===== config.mk =====
export PLATFORM = sky130hd
export DESIGN_NAME = wb_debug_splitter
export DESIGN_NICKNAME = d
export VERILOG_FILES = /design/src/rtl/wb_debug_splitter.sv
export SDC_FILE = /design/constraint.sdc
export NUM_CORES = 1
export LEC_CHECK = 0
export ABC_AREA = 1
export CAP_MARGIN = 0
export CORE_UTILIZATION = 30
export CTS_CLUSTER_DIAMETER = 60
export DETAILED_ROUTE_END_ITERATION = 7
export HOLD_SLACK_MARGIN = 0.1
export MAX_ROUTING_LAYER = met4
export RECOVER_POWER = 50
export SLEW_MARGIN = 20
export SYNTH_ARGS = -nofsm -noshare
export SYNTH_HDL_FRONTEND = slang
export SYNTH_SLANG_ARGS = --single-unit

===== constraint.sdc =====
create_clock -name wb_clk_i -period 2 [get_ports wb_clk_i]
set_input_delay 0.3 -clock wb_clk_i [delete_from_list [all_inputs] [get_ports wb_clk_i]]
set_output_delay 0.3 -clock wb_clk_i [all_outputs]
set_load 0.01 [all_outputs]

===== src/rtl/wb_debug_splitter.sv =====
// Splits the Wishbone slave window into a user region and a DBG_REGS-word debug bank and force-completes stalled user accesses.
// Optional timeout status register in the last debug slot: define DBG_TIMEOUT_STATUS_EN.
module wb_debug_splitter #(
  parameter int          DBG_REGS  = 2,
  parameter logic [31:0] DBG_BASE  = 32'h300F_FFF8,
  parameter int          TIMEOUT   = 255,
  parameter logic [31:0] TOUT_DATA = 32'hDEAD_BEEF
) (
  input  logic                    wb_clk_i,
  input  logic                    wb_rst_n_i,
  input  logic                    wbs_cyc_i,
  input  logic                    wbs_stb_i,
  input  logic                    wbs_we_i,
  input  logic [3:0]              wbs_sel_i,
  input  logic [31:0]             wbs_adr_i,
  input  logic [31:0]             wbs_dat_i,
  output logic                    wbs_ack_o,
  output logic [31:0]             wbs_dat_o,
  output logic                    usr_cyc_o,
  input  logic                    usr_ack_i,
  input  logic [31:0]             usr_dat_i,
  output logic [32*DBG_REGS-1:0]  dbg_regs_o,
  output logic                    tout_irq_o
);
  localparam int            AW    = $clog2(DBG_REGS);
  localparam logic [AW-1:0] LAST  = AW'(DBG_REGS - 1);
  localparam logic [15:0]   LIMIT = 16'(TIMEOUT - 1);

  typedef enum logic [1:0] {IDLE, WAIT, TOUT} state_t;

  state_t        state;
  logic [15:0]   cnt;
  logic [31:0]   regs [DBG_REGS];
  logic          dbg_ack;
  logic [31:0]   dbg_rdata;
  logic          hit_dbg;
  logic [AW-1:0] idx;
  logic          usr_req;
  logic          dbg_req;
  logic          tout_evt;
  logic          status_sel;
  logic [1:0]    unused_adr;

  assign unused_adr = wbs_adr_i[1:0];
  assign hit_dbg    = (wbs_adr_i[31:AW+2] == DBG_BASE[31:AW+2]);
  assign idx        = wbs_adr_i[AW+1:2];
  assign usr_req    = wbs_cyc_i & wbs_stb_i & ~hit_dbg;
  // Gating on dbg_ack turns a held strobe into one ack every other cycle.
  assign dbg_req    = wbs_cyc_i & wbs_stb_i & hit_dbg & ~dbg_ack;
  // User ack wins over the timeout when both land on the limit cycle.
  assign tout_evt   = (state == WAIT) & usr_req & ~usr_ack_i & (cnt == LIMIT);
  assign usr_cyc_o  = wbs_cyc_i & ~hit_dbg & (state != TOUT);

`ifdef DBG_TIMEOUT_STATUS_EN
  logic        status_clr;
  logic [15:0] st_cnt_nxt;
  assign status_sel = (idx == LAST);
  assign status_clr = dbg_req & wbs_we_i & status_sel;
  assign st_cnt_nxt = status_clr ? 16'd1 :
                      (regs[LAST][15:0] == 16'hFFFF) ? 16'hFFFF : regs[LAST][15:0] + 16'd1;
`else
  assign status_sel = 1'b0;
`endif

  always_ff @(posedge wb_clk_i or negedge wb_rst_n_i) begin
    if (!wb_rst_n_i) begin
      for (int k = 0; k < DBG_REGS; k++) regs[k] <= '0;
      dbg_ack   <= 1'b0;
      dbg_rdata <= '0;
    end else begin
      dbg_ack <= dbg_req;
      if (dbg_req) begin
        dbg_rdata <= regs[idx];
        if (wbs_we_i && !status_sel) begin
          for (int b = 0; b < 4; b++)
            if (wbs_sel_i[b]) regs[idx][8*b +: 8] <= wbs_dat_i[8*b +: 8];
        end
      end
`ifdef DBG_TIMEOUT_STATUS_EN
      if (tout_evt)
        regs[LAST] <= {wbs_adr_i[17:2], st_cnt_nxt};
      else if (status_clr)
        regs[LAST] <= '0;
`endif
    end
  end

  // Leaving WAIT on a dropped strobe/cycle or a debug hit is a silent abort.
  always_ff @(posedge wb_clk_i or negedge wb_rst_n_i) begin
    if (!wb_rst_n_i) begin
      state      <= IDLE;
      cnt        <= '0;
      tout_irq_o <= 1'b0;
    end else begin
      tout_irq_o <= 1'b0;
      case (state)
        IDLE: begin
          if (usr_req && !usr_ack_i) begin
            state <= WAIT;
            cnt   <= '0;
          end
        end
        WAIT: begin
          if (usr_ack_i || !usr_req) begin
            state <= IDLE;
          end else if (tout_evt) begin
            state      <= TOUT;
            tout_irq_o <= 1'b1;
          end else begin
            cnt <= cnt + 16'd1;
          end
        end
        TOUT:    state <= IDLE;
        default: state <= IDLE;
      endcase
    end
  end

  always_comb begin
    wbs_ack_o = usr_ack_i;
    wbs_dat_o = usr_dat_i;
    if (hit_dbg) begin
      wbs_ack_o = dbg_ack;
      wbs_dat_o = dbg_rdata;
    end else if (state == TOUT) begin
      wbs_ack_o = 1'b1;
      wbs_dat_o = TOUT_DATA;
    end
  end

  for (genvar k = 0; k < DBG_REGS; k++) begin : g_flat
    assign dbg_regs_o[32*k +: 32] = regs[k];
  end
endmodule


# Yosys cells after proc, flatten, opt, wreduce, memory -nomap -nowiden
# Index checks and enable logic that the tools add are counted.
# op_classes
addsub	1
n_lt_le_gt_ge	2
eq_ne	9
n_mux	40
bitwise	13
reduce_logical	10
# ops
op	n
two-way mux 64 bit	10
bitwise mux 64 bit	4
two-way mux 32 bit	6
demux 32 bit (select 1 bit)	4
two-way mux 16 bit	4
case mux 16 bit (2 select lines)	1
equality test 29 x 27 -> 1 bit (second input constant)	1
two-way mux 24 bit	1
adder 16 x 1 -> 16 bit (second input constant)	1
equality test 16 x 8 -> 1 bit (second input constant)	1
AND 1 bit	9
two-way mux 8 bit	1
inequality test 2 bit (second input constant)	4
two-way mux 2 bit	3
two-way mux 1 bit	5
case mux 2 bit (2 select lines)	1
AND reduction 2 bit	2
AND reduction 4 bit	1
inequality test 3 x 2 -> 1 bit (second input constant)	1
NOT 1 bit	3
equality test 2 x 1 -> 1 bit (second input constant)	1
equality test 2 bit (second input constant)	1
>= comparator 2 bit (second input constant)	1
logical AND 1 bit	2
other kinds (6)	7
# totals
reg_bits	116
word_cells	82

# Longest topological paths before layout
# Gate-level depths: netlist of the first run.
# depth
ltp_word	19
mapped_depth	11
mapped_depth_nobuf	10

# Worst setup path before layout of the first run
# OpenSTA, ideal clock, no wires.
# synth_path
kind	in2out
startpoint	input wbs_adr_i[23]
endpoint	output wbs_ack_o
arrival_time_ns	1.305
slack_ns	0.395
stages	8
cell_sequence	inv_1 > nand2_1 > nor2_1 > nand2_1 > nor2_1 > nand2_1 > clkbuf_1 > o21ai_0
# synth_between
elab_chain_cells	2
# synth_lines
item	line	source
start: declaration	15	input logic [31:0] wbs_adr_i,
equality test 29 x 27 -> 1 bit	45	assign hit_dbg = (wbs_adr_i[31:AW+2] == DBG_BASE[31:AW+2]);
two-way mux 1 bit	122	if (hit_dbg) begin
end: declaration	17	output logic wbs_ack_o,
# Every way passes these cells.

# Worst setup path in the final report of the first run
# layout_path
startpoint	input wbs_adr_i[24]
endpoint	output wbs_dat_o[21]
# layout_between
elab_chain_cells	2
# layout_lines
item	line	source
equality test 29 x 27 -> 1 bit	45	
two-way mux 32 bit	122	
end: declaration	18	output logic [31:0] wbs_dat_o,
# Every way passes these cells.

==> results.md, run 1 <==
* Floorplan row count at 51
* Hpwl dp at between 10000 and 15000 µm
* Die H at around 140 µm
* RR Startpoint: dbg_ack
* N_diodes at 0
* Leading area contributor after synthesis: dfrtp_1
* Crit Path Max Fanout at 5
* Clk slew on worst S/H paths at approximately 0.050 ns
* Register bit count reported by yosys at 116
* Final wirelength at 19900 µm
* Port bufs at just over 200
* Period utilization at 95.5%
* CTS Root Cell: clkbuf_16
* Number of max-cap violations at 0
* Synth top area share at 48.3%
* Hold path startpoint: wbs_adr_i[2]
* Post-route met1 wirelength at around 9100 µm
* R2R Setup Slk at between 0.3 and 0.4 ns
* Final setup vio count at 0
* Syn Inst Count at 758
* I/O pin count at ~210
* Asr flop ratio synth at 100%
* Max frequency at ~520 MHz
* Filler cells at 1942
* Crit Path Category: primary input to output port
* Clock sinks at 116
* Sequential element share of the synthesized area at 48.3%
* Hold Path Class: primary input to register
* Outcome: finished, final reports clean
* Ys flop type: dfrtp_1
* Tmin final at approximately 1.9 ns
* Number of global-route vias before repair at approximately 5900
* Final net count at roughly 1100
* Die W at between 100 and 150 µm
* Largest net degree at the start of global routing at 42
* Final Hold Viols at 0
* CP required at between 1.5 and 2 ns
* Die area at roughly 0.02 mm²
* Slew @ Worst Pin at ~0.95 ns
* Total number of vias at between 6000 and 7000
* Clock Path Buffers at 2
* Global-route wire length before repair at between 30000 and 40000 µm
* Syn Nets at about 870
* Util after Layout at between 40% and 50%
* Power per cell area at ~620 mW/mm²
* Leakage power at 4.42 nW
* Slew headroom at 36.4%
* Setup TNS at 0 ns
* Area of placed instances at 0.00860 mm²
* Startpoint Class: primary input
* Most frequent cells in the layout: 255 x nand2_1, 128 x clkdlybuf4s50_1, 116 x dfrtp_1, 85 x o21ai_0, 62 x nand4_1
* Routed length per instance at between 15 and 20 µm
* Clock Skews at between 0.01 and 0.015 ns
* First DRT Iteration DRCs at between 400 and 500
* Pre-antenna DRT Iters at 4
* Final Max Slew Viols at 0
* Worst Setup End Kind: output port
* Inserted Clock Buffers at 17
* DRC Markers at 0
* Setup crit start: wbs_adr_i[24]
* Grt ovf at 0
* Final Non-Filler Cells at 1275
* Clock Latency Late Sink at about 0.42 ns
* Metal3 WL at 1370 µm
* Mean Syn Cell Area at between 7 and 8 µm²
* Synth Warn # at 0
* DRT antenna net count at 0
* Ratio of cells with drive above 1 in the final layout at about 17%
* Worst Path Arrival at roughly 1.6 ns
* RSZ-0062 raised after global routing: yes
* Synth cell types at 30
* Metal2 WL at 8970 µm
* Post-Layout Inst Area at ~0.0093 mm²
* Core area at between 0.015 and 0.02 mm²
* DR top layer: met4
* Post-synth EDFFs at 0
* Initial core utilization at between 30% and 40%
* Synthesized cell area at 0.00601 mm²
* Antenna violations before repair at 0
* DP Cell Count at roughly 1200
* Gpl congestion at around 0.87
* Synth top area cells: dfrtp_1 48%, nand2_1 17%, o21ai_0 7.6%
* Via/cell ratio at around 4.7
* CTS tree: yes
* Synth-to-Final Area Change at 54.5%
* H-tree levels at 4
* Total Routing Usage GR at 20.8%
* Max IR drop VDD at about 580 µV
* Leading cell type in the layout, fill and taps excluded: nand2_1
cell type report:
class / count / area [µm²] / share of cell area [%]
Clock buffer: 20 / 457 / 4.92
Clock inverter: 12 / 108 / 1.16
Inverter: 40 / 155 / 1.67
Multi-Input combinational cell: 555 / 2840 / 30.5
Sequential cell: 116 / 2900 / 31.3
Tap cell: 265 / 332 / 3.57
Timing Repair Buffer: 267 / 2490 / 26.9
state kept, by name, indices dropped and copies added, names as in the netlist:
| register | cells |
|---|---|
| cnt | 16 |
| dbg_ack | 1 |
| dbg_rdata | 32 |
| dbg_regs_o | 64 |
| state | 2 |
| tout_irq_o | 1 |
cell families after synthesis:
group	count (synthesis)	share of synthesized area (%)
simple gates	426	31.5
flops	116	48.3
compound gates	94	7.95
buf+inv	87	6.37
mux	32	5.33
fa+ha+maj	2	0.416
xor+xnor	1	0.146
report_power, final:
part           switching (mW)  leakage [nW]  internal [mW]
sequential            0.00319          1.62           2.35
combinational           0.240          2.52          0.256
clock                    1.09         0.272           1.77
metrics by stage:
| stage | setup WS [ns] | total power, mW | hold WS, ns |
|---|---|---|---|
| global placement | -0.571 | 2.94 | 0.319 |
| global route | -0.0258 | 5.92 | 0.310 |
| CTS | 0.0144 | 5.78 | 0.296 |
| floorplan | 0.395 | 2.56 | 0.00441 |
| finish | 0.0896 | 5.71 | 0.311 |
| detailed placement | -0.598 | 2.94 | 0.312 |
routing by layer:
| layer | track usage [%] | up-vias |
|---|---|---|
| met5 | - | - |
| met1 | 27.1 | 2832 |
| met3 | 5.46 | 23 |
| li1 | - | 3016 |
| met4 | 7.89 | 0 |
| met2 | 30.8 | 179 |
synth_stat cells (all sizes together) (3+ instances only):
master  instances
nand2         275
dfrtp         116
o21ai          92
nand4          62
nand3          45
inv            38
mux2i          32
clkbuf         27
nor2           27
buf            20
nor3            7
or2             3
final timing paths:
kind                                   to  cells after the start
setup / recovery            wbs_dat_o[21]                     13
hold / removal             dbg_regs_o[36]                      3
setup reg to reg            dbg_rdata[27]                      5
hold reg to reg             dbg_rdata[30]                      2
max in group asynchronous  dbg_regs_o[41]                      3
min in group asynchronous  dbg_regs_o[60]                      2
timing repair:
item | in CTS | in global routing
resized for setup | 187 | 45
endpoints found under the setup margin | 34 | 96
hold buffers | 1 | 0
hold endpoints to repair | 35 | 0
gates cloned | 2 | 0
pin swaps | 26 | 11
buffers inserted | 18 | 0
critical path, stage by stage:
cell,delay (ns)
dlygate4sd2_1,0.23
inv_1,0.05
nand2_1,0.05
nor2_1,0.09
nand2_1,0.11
nor2_4,0.11
nand2_2,0.09
inv_4,0.09
buf_12,0.13
buf_6,0.11
nand2_1,0.07
nand2_1,0.06
buf_2,0.13
Note: power is estimated with default switching activity, not from simulation.
==> run 2, diff against run 1 <==
--- a/config.mk
+++ b/config.mk
@@ -18,2 +18,3 @@
 export SYNTH_HDL_FRONTEND = slang
 export SYNTH_SLANG_ARGS = --single-unit
+export TNS_END_PERCENT = 20
==> constraint.sdc (replaced) <==
create_clock -name wb_clk_i -period 2 [get_ports wb_clk_i]
set_input_delay 0.3 -clock wb_clk_i [delete_from_list [all_inputs] [get_ports wb_clk_i]]
set_output_delay 0.3 -clock wb_clk_i [all_outputs]
set_load 0.02 [all_outputs]
==> run 2 against run 1 <==
  * Sequential share of layout area shrank 0.41 points
  * Setup slack worse by 0.018 ns
  * Register-to-register slack is essentially flat
  * Power is 10% higher
  * Clock skew decreased by 0.0067 ns
  * Worst hold slack improved by 0.0025 ns
  * First-iteration DRC count decreased by 31%
  * Via count down 0.60%
  * Non-clock buffer count decreased by 10
  * Sequential power about the same
  * Clock-buffer cell count is the same
  * Critical path type unchanged
==> results.md, run 2 (synthesis results as in run 1) <==
* Die area at 0.0206 mm² (unchanged)
* Worst R2R Path Depth at 8 (+3)
* Largest net degree at the start of global routing at 42 (unchanged)
* Setup crit start: wbs_adr_i[20]
* Clock Latency Late Sink at 0.41 ns (about the same)
* R2R Setup Slk at 0.37 ns (about the same)
* Die H at 144 µm (unchanged)
* Most frequent cells in the layout: 269 x nand2_1, 137 x clkdlybuf4s50_1, 116 x dfrtp_1, 71 x o21ai_0, 62 x nand4_1
* Floorplan row count at 51 (unchanged)
* CP peak stage delay at 0.23 ns (about the same)
* Initial core utilization at 30.8% (unchanged)
* Tmin final at 1.93 ns (+0.0176 ns)
* Grt ovf at 0 (unchanged)
* DRT antenna net count at 0 (unchanged)
* Startpoint Class: primary input
* Worst Setup End Kind: output port
* Worst Path Arrival at 1.63 ns (+0.02 ns)
* Final setup vio count at 0 (unchanged)
* Max FFs per register at 64 (unchanged)
* H-tree levels at 4 (unchanged)
* I/O pin count at 205 (unchanged)
* RSZ-0062 raised after global routing: yes
* Crit Path Category: primary input to output port
* DRC Markers at 0 (unchanged)
* RR Startpoint: cnt[0]
* Clock Path Buffers at 2 (unchanged)
* Filler cells at 1955 (+0.67%)
* Total number of vias at 6014 (-0.60%)
* Total Routing Usage GR at 20.7% (-0.042 points)
* Die W at 144 µm (unchanged)
* Slew headroom at 34.7% (-1.7 points)
* Crit Path Max Fanout at 8 (+3)
* Final net count at 1095 (-0.90%)
* Critical path endpoint: wbs_dat_o[21]
* Critical R2R Capture: cnt[4]
* Critical-path cell list: dlygate4sd2_1, inv_1, nand2_1, nor2_2, nand2_2, nor2_4, nand2_4, buf_12, buf_12, o21ai_1, nand2_1, buf_6
* Final wirelength at 19600 µm (-1.3%)
* CTS Root Cell: clkbuf_16
* Pre-antenna DRT Iters at 4 (unchanged)
* First DRT Iteration DRCs at 332 (-31%)
* Global-route wire length before repair at 31500 µm (-0.31%)
* Synth-to-Final Area Change at 56.5%
* Final Max Slew Viols at 0 (unchanged)
* Slew @ Worst Pin at 0.980 ns (+0.0260 ns)
* Number of global-route vias before repair at 5809 (-1.8%)
* Worst path slowest cell: dlygate4sd2_1
* Outcome: finished, final reports clean
* Routed length per instance at 15.5 µm (-0.47%)
* Max frequency at 519 MHz (-0.91%)
* Gpl congestion at 0.876 (+0.44%)
* Clock Skews at 0.00683 ns (-0.00671 ns)
* Core area at 0.0195 mm² (unchanged)
* CP required at 1.70 ns (about the same)
* Power per cell area at 671 mW/mm² (+9.0%)
* Via/cell ratio at 4.75 (+0.19%)
* Ratio of cells with drive above 1 in the final layout at 15.9% (-1.2 points)
* Area of placed instances at 0.00861 mm² (+0.15%)
* N_diodes at 0 (unchanged)
* Leakage power at 4.42 nW (about the same)
* Leading cell type in the layout, fill and taps excluded: nand2_1
* CTS tree: yes
* Number of max-cap violations at 0 (unchanged)
* Clock sinks at 116 (unchanged)
* Port bufs at 202 (unchanged)
* Max IR drop VDD at 589 µV (+2.2%)
* Setup TNS at 0 ns (unchanged)
* Post-Layout Inst Area at 0.00941 mm² (+1.3%)
* Clk slew on worst S/H paths at 0.06 ns (about the same)
* Hpwl dp at 14500 µm (-0.32%)
* Inserted Clock Buffers at 17 (unchanged)
* Hold Path Class: primary input to register
* Final Hold Viols at 0 (unchanged)
* Period utilization at 96.4% (+0.88 points)
* Antenna violations before repair at 0 (unchanged)
## run 2: cell types whose count changed in the layout (fill, tap and decap cells not counted), moves of 3 or more
| cell | before | now |
|---|---|---|
| dlygate4sd3_1 | 10 | 1 |
| o21ai_0 | 85 | 71 |
| buf_2 | 31 | 7 |
| o21ai_2 | 4 | 10 |
| buf_6 | 18 | 25 |
| clkdlybuf4s50_1 | 128 | 137 |
| nand3_2 | 1 | 4 |
| buf_4 | 35 | 42 |
| dlygate4sd2_1 | 24 | 27 |
| nand2_2 | 19 | 5 |
| nand2_1 | 255 | 269 |
| o21ai_1 | 3 | 10 |
| clkdlybuf4s15_1 | 5 | 2 |
| bufinv_16 | 1 | 5 |
## run 2: power by group
group          total [mW]  switching [mW]  internal (mW)
sequential           2.35         0.00338           2.35
clock                3.39            1.12           2.28
combinational       0.562           0.274          0.287
total                6.31            1.39           4.92
## run 2: per-layer routing
metal	vias to the layer above	share of wire (%)	GRT usage (%)
li1	2994	-	-
met1	2822	46	27.2
met2	174	45	30.8
met3	24	7.1	5.50
met4	0	2.2	7.39
met5	-	0	-
## run 2: worst max-delay path: cells and delay by family
kind,cells,cell delay [ns]
buffers and inverters,5,0.70
and+or+nand+nor,6,0.55
AOI/OAI and AO/OA,1,0.07
## run 2: final cells by class
cell class	count	area (µm²)	share of cell area, %
inverter	40	156	1.66
timing repair buffer	257	2520	26.8
tap	265	332	3.52
clock inverter	12	201	2.14
sequential	116	2900	30.9
clock buffer	20	457	4.85
multi-input combinational	555	2840	30.2
## run 2: what timing repair did
| action | in CTS | in global routing |
|---|---|---|
| hold buffers | 1 | 0 |
| gates cloned | 3 | 0 |
| pin swaps | 24 | 22 |
| endpoints found under the setup margin | 34 | 34 |
| gates resized for setup | 220 | 57 |
| buffers inserted | 4 | 1 |
| endpoints found under the hold margin | 36 | 0 |
## run 2: per-stage QoR
step	setup slack (ns)	instances	hold WS, ns	total power, mW	utilization (%)
finish	0.0720	1265	0.314	6.31	48.2
global route	-0.0215	1265	0.329	6.51	48.2
CTS	0.0125	1265	0.300	6.35	47.7
detailed placement	-0.645	1225	0.321	2.97	44.1
global placement	-0.640	1225	0.321	2.97	44.1
floorplan	0.190	758	0.00441	2.59	-
## run 2: worst min path at each step
| stage | startpoint | endpoint | slack, ns | cells past startpoint |
|---|---|---|---|---|
| 2_1_floorplan | wb_rst_n_i | cnt[0] | 0.004 | 0 |
| 3_3_place_gp | wb_rst_n_i | dbg_rdata[28] | 0.32 | 1 |
| 3_5_place_dp | wb_rst_n_i | dbg_rdata[28] | 0.32 | 1 |
| 4_1_cts | wbs_adr_i[2] | dbg_regs_o[34] | 0.30 | 3 |
| 5_1_grt | wbs_adr_i[2] | dbg_regs_o[32] | 0.33 | 3 |
| 6_report | wbs_adr_i[2] | dbg_regs_o[34] | 0.31 | 3 |
